$ cat config.mk
export PLATFORM = sky130hd
export DESIGN_NAME = elevator_scheduler
export DESIGN_NICKNAME = d
export VERILOG_FILES = /design/src/rtl/elevator_scheduler.sv
export SDC_FILE = /design/constraint.sdc
export NUM_CORES = 1
export LEC_CHECK = 0
export ABC_AREA = 1
export CAP_MARGIN = 10
export CORE_MARGIN = 1
export CORE_UTILIZATION = 40
export CTS_CLUSTER_SIZE = 10
export DETAILED_ROUTE_END_ITERATION = 7
export PLACE_DENSITY = 0.65
export SLEW_MARGIN = 5
export SYNTH_ARGS = -nofsm -noshare
export SYNTH_HDL_FRONTEND = slang
export SYNTH_SLANG_ARGS = --single-unit
$ cat constraint.sdc
create_clock -name clk -period 3.35 [get_ports clk]
set_input_delay 0.8375 -clock clk [delete_from_list [all_inputs] [get_ports clk]]
set_output_delay 0.8375 -clock clk [all_outputs]
set_load 0.02 [all_outputs]
$ cat src/rtl/elevator_scheduler.sv
// elevator_scheduler: SCAN-order car sequencer.
// Holds pending requests, moves the car floor by floor and runs the door dwell.
module elevator_scheduler #(
  parameter int NUM_FLOORS    = 8,
  parameter int TRAVEL_CYCLES = 4,
  parameter int DOOR_CYCLES   = 6
) (
  input  logic                  clk,
  input  logic                  rst,
  input  logic                  req_valid,
  input  logic [15:0]           req_floor,
  output logic                  req_ready,
  output logic                  req_err,
  output logic [15:0]           current_floor,
  output logic [15:0]           nextfloor,
  output logic                  up,
  output logic                  down,
  output logic                  door_open,
  output logic                  arrived,
  output logic [NUM_FLOORS-1:0] pending
);

  localparam int NF = NUM_FLOORS;

  localparam logic [1:0] S_IDLE = 2'd0;
  localparam logic [1:0] S_MOVE = 2'd1;
  localparam logic [1:0] S_DOOR = 2'd2;

  localparam logic [15:0] NF_W    = 16'(NUM_FLOORS);
  localparam logic [15:0] TRV_LD  = 16'(TRAVEL_CYCLES - 1);
  localparam logic [15:0] DOOR_LD = 16'(DOOR_CYCLES - 1);

  typedef logic [NF-1:0] mask_t;

  function automatic mask_t onehot(input logic [15:0] f);
    mask_t m;
    m = '0;
    for (int i = 0; i < NF; i++) m[i] = (16'(i) == f);
    return m;
  endfunction

  function automatic mask_t above(input logic [15:0] f);
    mask_t m;
    m = '0;
    for (int i = 0; i < NF; i++) m[i] = (16'(i) > f);
    return m;
  endfunction

  function automatic mask_t below(input logic [15:0] f);
    mask_t m;
    m = '0;
    for (int i = 0; i < NF; i++) m[i] = (16'(i) < f);
    return m;
  endfunction

  function automatic logic [15:0] lowest(input mask_t m);
    logic [15:0] r;
    r = '0;
    for (int i = NF - 1; i >= 0; i--) if (m[i]) r = 16'(i);
    return r;
  endfunction

  function automatic logic [15:0] highest(input mask_t m);
    logic [15:0] r;
    r = '0;
    for (int i = 0; i < NF; i++) if (m[i]) r = 16'(i);
    return r;
  endfunction

  // any request strictly beyond floor f in direction d (1 = up)
  function automatic logic ahead(input mask_t p,
                                 input logic [15:0] f,
                                 input logic d);
    return d ? |(p & above(f)) : |(p & below(f));
  endfunction

  logic [1:0]  state_q, state_d;
  logic        dir_q, dir_d;
  logic [15:0] cf_q, cf_d;
  logic [15:0] nf_q, nf_d;
  mask_t       pend_q, pend_d;
  logic [15:0] trav_q, trav_d;
  logic [15:0] door_q, door_d;
  logic        arr_q, arr_d;
  logic        err_q, err_d;

  logic        req_ok;
  logic        door_hit;
  mask_t       set_m;
  mask_t       clr_m;
  mask_t       up_set;
  mask_t       dn_set;
  logic [15:0] step_f;

  assign req_ready     = !rst;
  assign req_err       = err_q;
  assign current_floor = cf_q;
  assign nextfloor     = nf_q;
  assign up            = (state_q == S_MOVE) && dir_q;
  assign down          = (state_q == S_MOVE) && !dir_q;
  assign door_open     = (state_q == S_DOOR);
  assign arrived       = arr_q;
  assign pending       = pend_q;

  // nearest pending floor, preferring the travel direction
  always_comb begin
    up_set = pend_q & above(cf_q);
    dn_set = pend_q & below(cf_q);
    nf_d   = cf_q;
    if (dir_q) begin
      if (|up_set)      nf_d = lowest(up_set);
      else if (|dn_set) nf_d = highest(dn_set);
    end else begin
      if (|dn_set)      nf_d = highest(dn_set);
      else if (|up_set) nf_d = lowest(up_set);
    end
  end

  // car sequencing and request bookkeeping
  always_comb begin
    state_d  = state_q;
    dir_d    = dir_q;
    cf_d     = cf_q;
    trav_d   = trav_q;
    door_d   = door_q;
    arr_d    = 1'b0;
    clr_m    = '0;
    step_f   = dir_q ? cf_q + 16'd1 : cf_q - 16'd1;
    req_ok   = req_valid && (req_floor < NF_W);
    door_hit = req_valid && (state_q == S_DOOR)
               && (req_floor == cf_q);
    err_d    = req_valid && !req_ok;
    set_m    = (req_ok && !door_hit) ? onehot(req_floor) : '0;

    unique case (state_q)
      S_IDLE: begin
        if (|(pend_q & onehot(cf_q))) begin
          clr_m   = onehot(cf_q);
          arr_d   = 1'b1;
          state_d = S_DOOR;
          door_d  = DOOR_LD;
        end else if (ahead(pend_q, cf_q, dir_q)) begin
          state_d = S_MOVE;
          trav_d  = TRV_LD;
        end else if (ahead(pend_q, cf_q, !dir_q)) begin
          dir_d   = !dir_q;
          state_d = S_MOVE;
          trav_d  = TRV_LD;
        end
      end
      S_MOVE: begin
        if (trav_q == 16'd0) begin
          cf_d   = step_f;
          trav_d = TRV_LD;
          if (|(pend_q & onehot(step_f))) begin
            clr_m   = onehot(step_f);
            arr_d   = 1'b1;
            state_d = S_DOOR;
            door_d  = DOOR_LD;
          end else if (!ahead(pend_q, step_f, dir_q)) begin
            state_d = S_IDLE;
          end
        end else begin
          trav_d = trav_q - 16'd1;
        end
      end
      S_DOOR: begin
        if (door_hit) begin
          door_d = DOOR_LD;
        end else if (door_q == 16'd0) begin
          state_d = S_IDLE;
        end else begin
          door_d = door_q - 16'd1;
        end
      end
      default: begin
        state_d = S_IDLE;
      end
    endcase

    pend_d = (pend_q | set_m) & ~clr_m;
  end

  // state registers; reset puts the car back at floor 0, heading up
  always_ff @(posedge clk) begin
    if (rst) begin
      state_q <= S_IDLE;
      dir_q   <= 1'b1;
      cf_q    <= '0;
      nf_q    <= '0;
      pend_q  <= '0;
      trav_q  <= '0;
      door_q  <= '0;
      arr_q   <= 1'b0;
      err_q   <= 1'b0;
    end else begin
      state_q <= state_d;
      dir_q   <= dir_d;
      cf_q    <= cf_d;
      nf_q    <= nf_d;
      pend_q  <= pend_d;
      trav_q  <= trav_d;
      door_q  <= door_d;
      arr_q   <= arr_d;
      err_q   <= err_d;
    end
  end

endmodule

## After elaboration in Yosys (flattened, before gate mapping)

Cells that the tools add are included.

- Flip-flop bits (word level): 77
- Output and inout bits: 46
- Logic and storage cells: 174

- Add/sub/neg operators: 4
- Magnitude comparators: 33
- Equality and inequality tests: 34
- Muxes and demuxes: 53
- Bitwise gates (word level): 11
- Reductions and logical operators: 30

Operators with widths:

| cell | count |
|---|---|
| two-way mux 16 bit | 27 |
| equality test 3 x 16 -> 1 bit, first input constant | 12 |
| > comparator 3 x 16 -> 1 bit, first input constant | 8 |
| < comparator 3 x 16 -> 1 bit, first input constant | 8 |
| equality test 2 x 16 -> 1 bit, first input constant | 6 |
| logical NOT 16 bit | 5 |
| > comparator 1 x 16 -> 1 bit, first input constant | 4 |
| > comparator 2 x 16 -> 1 bit, first input constant | 4 |
| < comparator 1 x 16 -> 1 bit, first input constant | 4 |
| < comparator 2 x 16 -> 1 bit, first input constant | 4 |
| AND 8 bit | 7 |
| equality test 1 x 16 -> 1 bit, first input constant | 3 |
| case mux 16 bit (3 select lines) | 1 |
| OR reduction 8 bit | 6 |
| subtractor 16 x 1 -> 16 bit, second input constant | 3 |
| two-way mux 8 bit | 4 |
| case mux 16 bit (2 select lines) | 1 |
| adder 16 x 1 -> 16 bit, second input constant | 1 |
| equality test 16 bit | 1 |
| < comparator 16 x 4 -> 1 bit, second input constant | 1 |
| two-way mux 2 bit | 8 |
| case mux 8 bit (2 select lines) | 1 |
| AND reduction 5 bit | 2 |
| != test 3 bit, second input constant | 3 |
| other kinds (20) | 41 |

## Longest topological paths before layout

- Depth in word-level cells: 13
- Mapped depth: 23
- Gate-level depth less buffers: 21

## Least setup slack after synthesis

No wires, ideal clock.

- Path type: register to register
- From: reg cf_q[0] (netlist: current_floor[0])
- To: reg door_q[0]
- Library setup time: 0.118 ns
- Arrival: 2.618 ns
- Data required time: 3.232 ns
- Path slack: 0.614 ns
- Cell stages (with the launch flop): 19
- Buffers on the path: 2
- Period minus slack after synthesis: 2.736 ns
- Cell sequence: dfxtp_1 > buf_2 > inv_4 > ha_1 > nand2_1 > nand2_1 > xor2_2 > inv_1 > nor2_2 > nand2_1 > nor2_1 > nand3_2 > nand2_1 > nor2_1 > nand3_2 > nand2_4 > buf_4 > nor3_1 > nor2_1

- Longest elaborated chain between the ends: 7
- Elaborated cells between the ends (all ways): 31

Ends and longest elaborated chain:

| item | line | RTL |
|---|---|---|
| start, declared | 79 | `logic [15:0] cf_q, cf_d;` |
| start signal, assigned | 189 | `cf_q <= '0;` |
| start signal, assigned | 199 | `cf_q <= cf_d;` |
| subtractor 16 x 1 -> 16 bit or adder 16 x 1 -> 16 bit (tied branches) | 128 | `step_f = dir_q ? cf_q + 16'd1 : cf_q - 16'd1;` |
| two-way mux 16 bit | 128 |  |
| equality test 1 x 16 -> 1 bit (tied with other cells) | 38 | `for (int i = 0; i < NF; i++) m[i] = (16'(i) == f);` |
| AND 8 bit | 155 | `if (\|(pend_q & onehot(step_f))) begin` |
| OR reduction 8 bit | 155 |  |
| != test 2 x 1 -> 1 bit (no line) | - |  |
| AND reduction 5 bit (no line) | - |  |
| end signal, assigned | 203 | `door_q <= door_d;` |
| end, declared | 83 | `logic [15:0] door_q, door_d;` |

Parallel ways exist; a longest one is shown, timed or not.
A chain may end at the register's enable or synchronous reset.

## Worst setup path in the final report

- From: reg cf_q[0] (netlist: current_floor[0])
- To: reg door_q[6]

Same word-level chain as after synthesis.

==> run_results.csv <==
group,metric,value,unit
outcome,run_status,"complete, no violations",
sta,setup_tns,0,ns
pwr,p_sw_share,55.8,%
hold_path,whs_path_depth,2,
global_route,grt_use_total,24.9,%
sta,clock-skew-final,0.00889,ns
worst_setup_path,arrival,3.32,ns
global_route,gr-total-overflow,0,
yosys,yosysMostFrequentCell,"nand2_1",
placement,port_buffers,64,
drt,viasPerCell,5.36,
global_route,antenna_found_initial,0,
yosys,synthArstFlopShare,0,%
placement,dpl.hpwl,14.1,mm
yosys,synthCells,996,
pwr,p_clk_share,11.7,%
floorplanning,core_area,0.0146,mm²
drt,final_antenna_net_count,0,
clocking,cts_buffer_depth,2,
worst_setup_path,path_delay_family,"simple AND/OR/NAND/NOR gates",
final_layout,final_area,0.00724,mm²
yosys,yosysWarnings,0,
placement,routabilityCongestion,0.942,
floorplanning,fp.dieH,125,µm
sta,finalSetupViolations,0,
yosys,ys_ff_latch,77,
global_route,grt_pass1_vias,6161,
final_layout,drive_gt1_share,10.2,%
pwr,p_leak,3.24,nW
clocking,cts_setup_buffers,0,
yosys,synth_nets,1023,
clocking,clkSlewWorstSetupHoldPaths,0.07,ns
worst_setup_path,criticalPathCategory,"flip-flop to flip-flop",
flow_run,max-cap-violations,0,
worst_setup_path,worst_ep_required_time,3.63,ns
clocking,cts_tree,"yes",
sta,fmax,329,MHz
final_layout,utilization,49.4,%
placement,placed_cell_area,0.00693,mm²
clocking,cts_root_buf,"clkbuf_16",
worst_setup_path,endpoint_kind,"flip-flop",
sta,fin_crit_sh,90.7,%
yosys,ys_types,54,
sta,min_period,3.04,ns
yosys,synth_common_cells,"nand2_1 (250), nor2_1 (151), inv_1 (107)",
clocking,cts_max_level,3,
floorplanning,fp-row-count,44,
sta,hold_viol,0,
yosys,netlist_area,0.00606,mm²
drt,vias,6693,
sta,max_slew_margin,60.5,%
yosys,synth_area_leaders,"dfxtp_1 (25%), nand2_1 (15%), nor2_1 (9.4%)",
floorplanning,initial_core_util,41.4,%
drt,routedWlPerCell,15.2,µm
clocking,clock_latency,0.35,ns
yosys,synth-edff-count,0,
clocking,holdBufCountCts,0,
global_route,grt_max_degree,37,
yosys,netlist.area_leader.share,25.4,%
drt,drt_iter0_drc,609,
yosys,synthFlopType,"dfxtp_1",
drt,first_pass_iters,8,
worst_setup_path,rrSetupSlack,0.31,ns
worst_setup_path,worst-path-stages,19,
hold_path,hp-class,"flip-flop to flip-flop",
worst_setup_path,cpMostUsedCell,"nand2_1",
final_layout,synthToLayoutAreaGrowth,19.5,%
pwr,internal_power,4.00,mW
yosys,syn_area_per_cell,6.08,µm²
floorplanning,die-width,125,µm
final_layout,nNetsFinal,1087,
floorplanning,dieArea,0.0156,mm²
sta,worstMarginPinSlew,0.592,ns
final_layout,antenna_cells,0,
worst_setup_path,slowest_stage,"dfxtp_1",
drt,routed_wirelength,18.9,mm
pwr,combPwrFrac,71.0,%
pwr,switchingPower,5.05,mW
worst_setup_path,crit_fanout,18,
drt,drc_errors,0,
floorplanning,io_pins,65,
yosys,synth_top_area_cell,"dfxtp_1",
worst_setup_path,cp-start-kind,"flip-flop",
sta,rsz0062_at_grt,"no",
worst_setup_path,path_cells,"ha_1 > nand3_4 > nor2_2 > nand2_1 > nand2_1 > nand2_1 > nand2_1 > nand2_1 > nor2_1 > nand2_2 > nor2_8 > nand3_2 > nand2_1 > nor2_1 > nand3_2 > nand2_4 > inv_4 > nand2_1 > a21oi_1",
sta,slew_violations,0,
pwr,vdd_drop_max,608,µV
yosys,synth-seq-area-share,25.4,%
worst_setup_path,r2r_cells,19,
clocking,cts.sinks,77,
clocking,cts_buffers,9,
pwr,seq_power_share,17.3,%
worst_setup_path,cp.buffers_inverters,1,
global_route,grt_pass1_wl,31.2,mm
worst_setup_path,critPathMaxStageDelay,0.45,ns
pwr,powerDensity,1250,mW/mm²
-- logic make-up (layout without fill, tap and decap cells) --
family	Yosys count	count (layout)	share of synthesized area, %
xor gates and xnor gates	29	29	4.32
buffers and inverters	157	225	11.2
AOI/OAI and AO/OA	135	135	12.8
and+or+nand+nor	590	590	44.6
DFF	77	77	25.4
adders and majority gates	8	8	1.65
-- cell type report --
type                            instances  area, µm²
Inverter                              121        460
Clock inverter                          5       85.1
Fill cell                            1516       7400
Sequential cell                        77       1540
Tap cell                              184        230
Clock buffer                           10        229
Timing Repair Buffer                   89        853
Multi-Input combinational cell        762       3840
-- routing by layer --
layer / wire length [µm] / global-route usage [%]
met5: 0 / 0
met4: 433 / 9.76
met3: 1560 / 4.15
met2: 7790 / 37.1
met1: 9140 / 35.4
-- power groups by stage --
| stage | Sequential [mW] | Clock, mW | Combinational [mW] |
|---|---|---|---|
| 2_1_floorplan | 1.50 | 0 | 4.91 |
| 3_3_place_gp | 1.57 | 0 | 6.33 |
| 3_5_place_dp | 1.57 | 0 | 6.32 |
| 4_1_cts | 1.55 | 1.08 | 6.37 |
| 5_1_grt | 1.60 | 1.12 | 7.25 |
| 6_report | 1.57 | 1.06 | 6.43 |
-- state kept, by name, summed over array words and instances, names as in the netlist --
name,cells
req_err,1
door_q,16
dir_q,1
state_q,2
trav_q,16
nextfloor,16
arrived,1
current_floor,16
pending,8
-- cells in the final DEF, fill, tap and decap left out, types with 3 or more instances in the layout --
cell,netlist,layout
clkdlybuf4s50_1,0,64
nand2_2,11,11
xor2_1,22,22
nand2_1,250,250
nor4_1,14,14
nand3_2,6,6
a211oi_1,3,3
nor2_4,7,7
nand4_1,25,25
clkbuf_16,0,9
o22ai_1,5,5
buf_4,8,23
a21oi_1,45,45
nand3b_1,3,3
nand3_1,62,62
ha_1,8,8
dfxtp_1,77,76
o21ai_1,12,12
inv_1,107,107
a31oi_1,6,6
o21ai_2,3,3
nor2_2,14,14
a21oi_2,3,3
o21ai_0,42,42
inv_2,10,10
o311ai_0,4,4
o211ai_1,3,3
nor3_1,32,32
xnor2_1,6,6
nor2_1,151,151
nand2_4,3,3
-- worst register-to-register path: stages, from the launching register on --
cell	delay (ns)
dfxtp_1	0.45
ha_1	0.29
nand3_4	0.11
nor2_2	0.21
nand2_1	0.08
nand2_1	0.08
nand2_1	0.05
nand2_1	0.05
nand2_1	0.14
nor2_1	0.22
nand2_2	0.13
nor2_8	0.24
nand3_2	0.12
nand2_1	0.09
nor2_1	0.07
nand3_2	0.14
nand2_4	0.12
inv_4	0.18
nand2_1	0.08
a21oi_1	0.12
-- timing repair --
action,4_1_cts,5_1_grt
endpoints found under the setup margin,0,1
hold endpoints to repair,0,0
gates resized for setup,0,1
-- path summary, 6_finish.rpt --
check                           startpoint                     end
max          current_floor[0]$_SDFFE_PP0P_  door_q[6]$_SDFFE_PP0P_
min                 door_q[1]$_SDFFE_PP0P_  door_q[1]$_SDFFE_PP0P_
max reg2reg  current_floor[0]$_SDFFE_PP0P_  door_q[6]$_SDFFE_PP0P_
min reg2reg         door_q[1]$_SDFFE_PP0P_  door_q[1]$_SDFFE_PP0P_
-- through the flow --
stage,power (mW),cells,setup WS [ns],hold WS (ns)
final,9.06,1248,0.312,0.468
after global routing,9.98,1248,0.0152,0.497
after CTS,8.99,1248,0.281,0.470
after detailed placement,7.89,1233,0.129,0.459
after global placement,7.90,1233,0.183,0.454
after floorplan,6.41,996,0.614,0.444
Note: power is estimated with default switching activity, not from simulation.
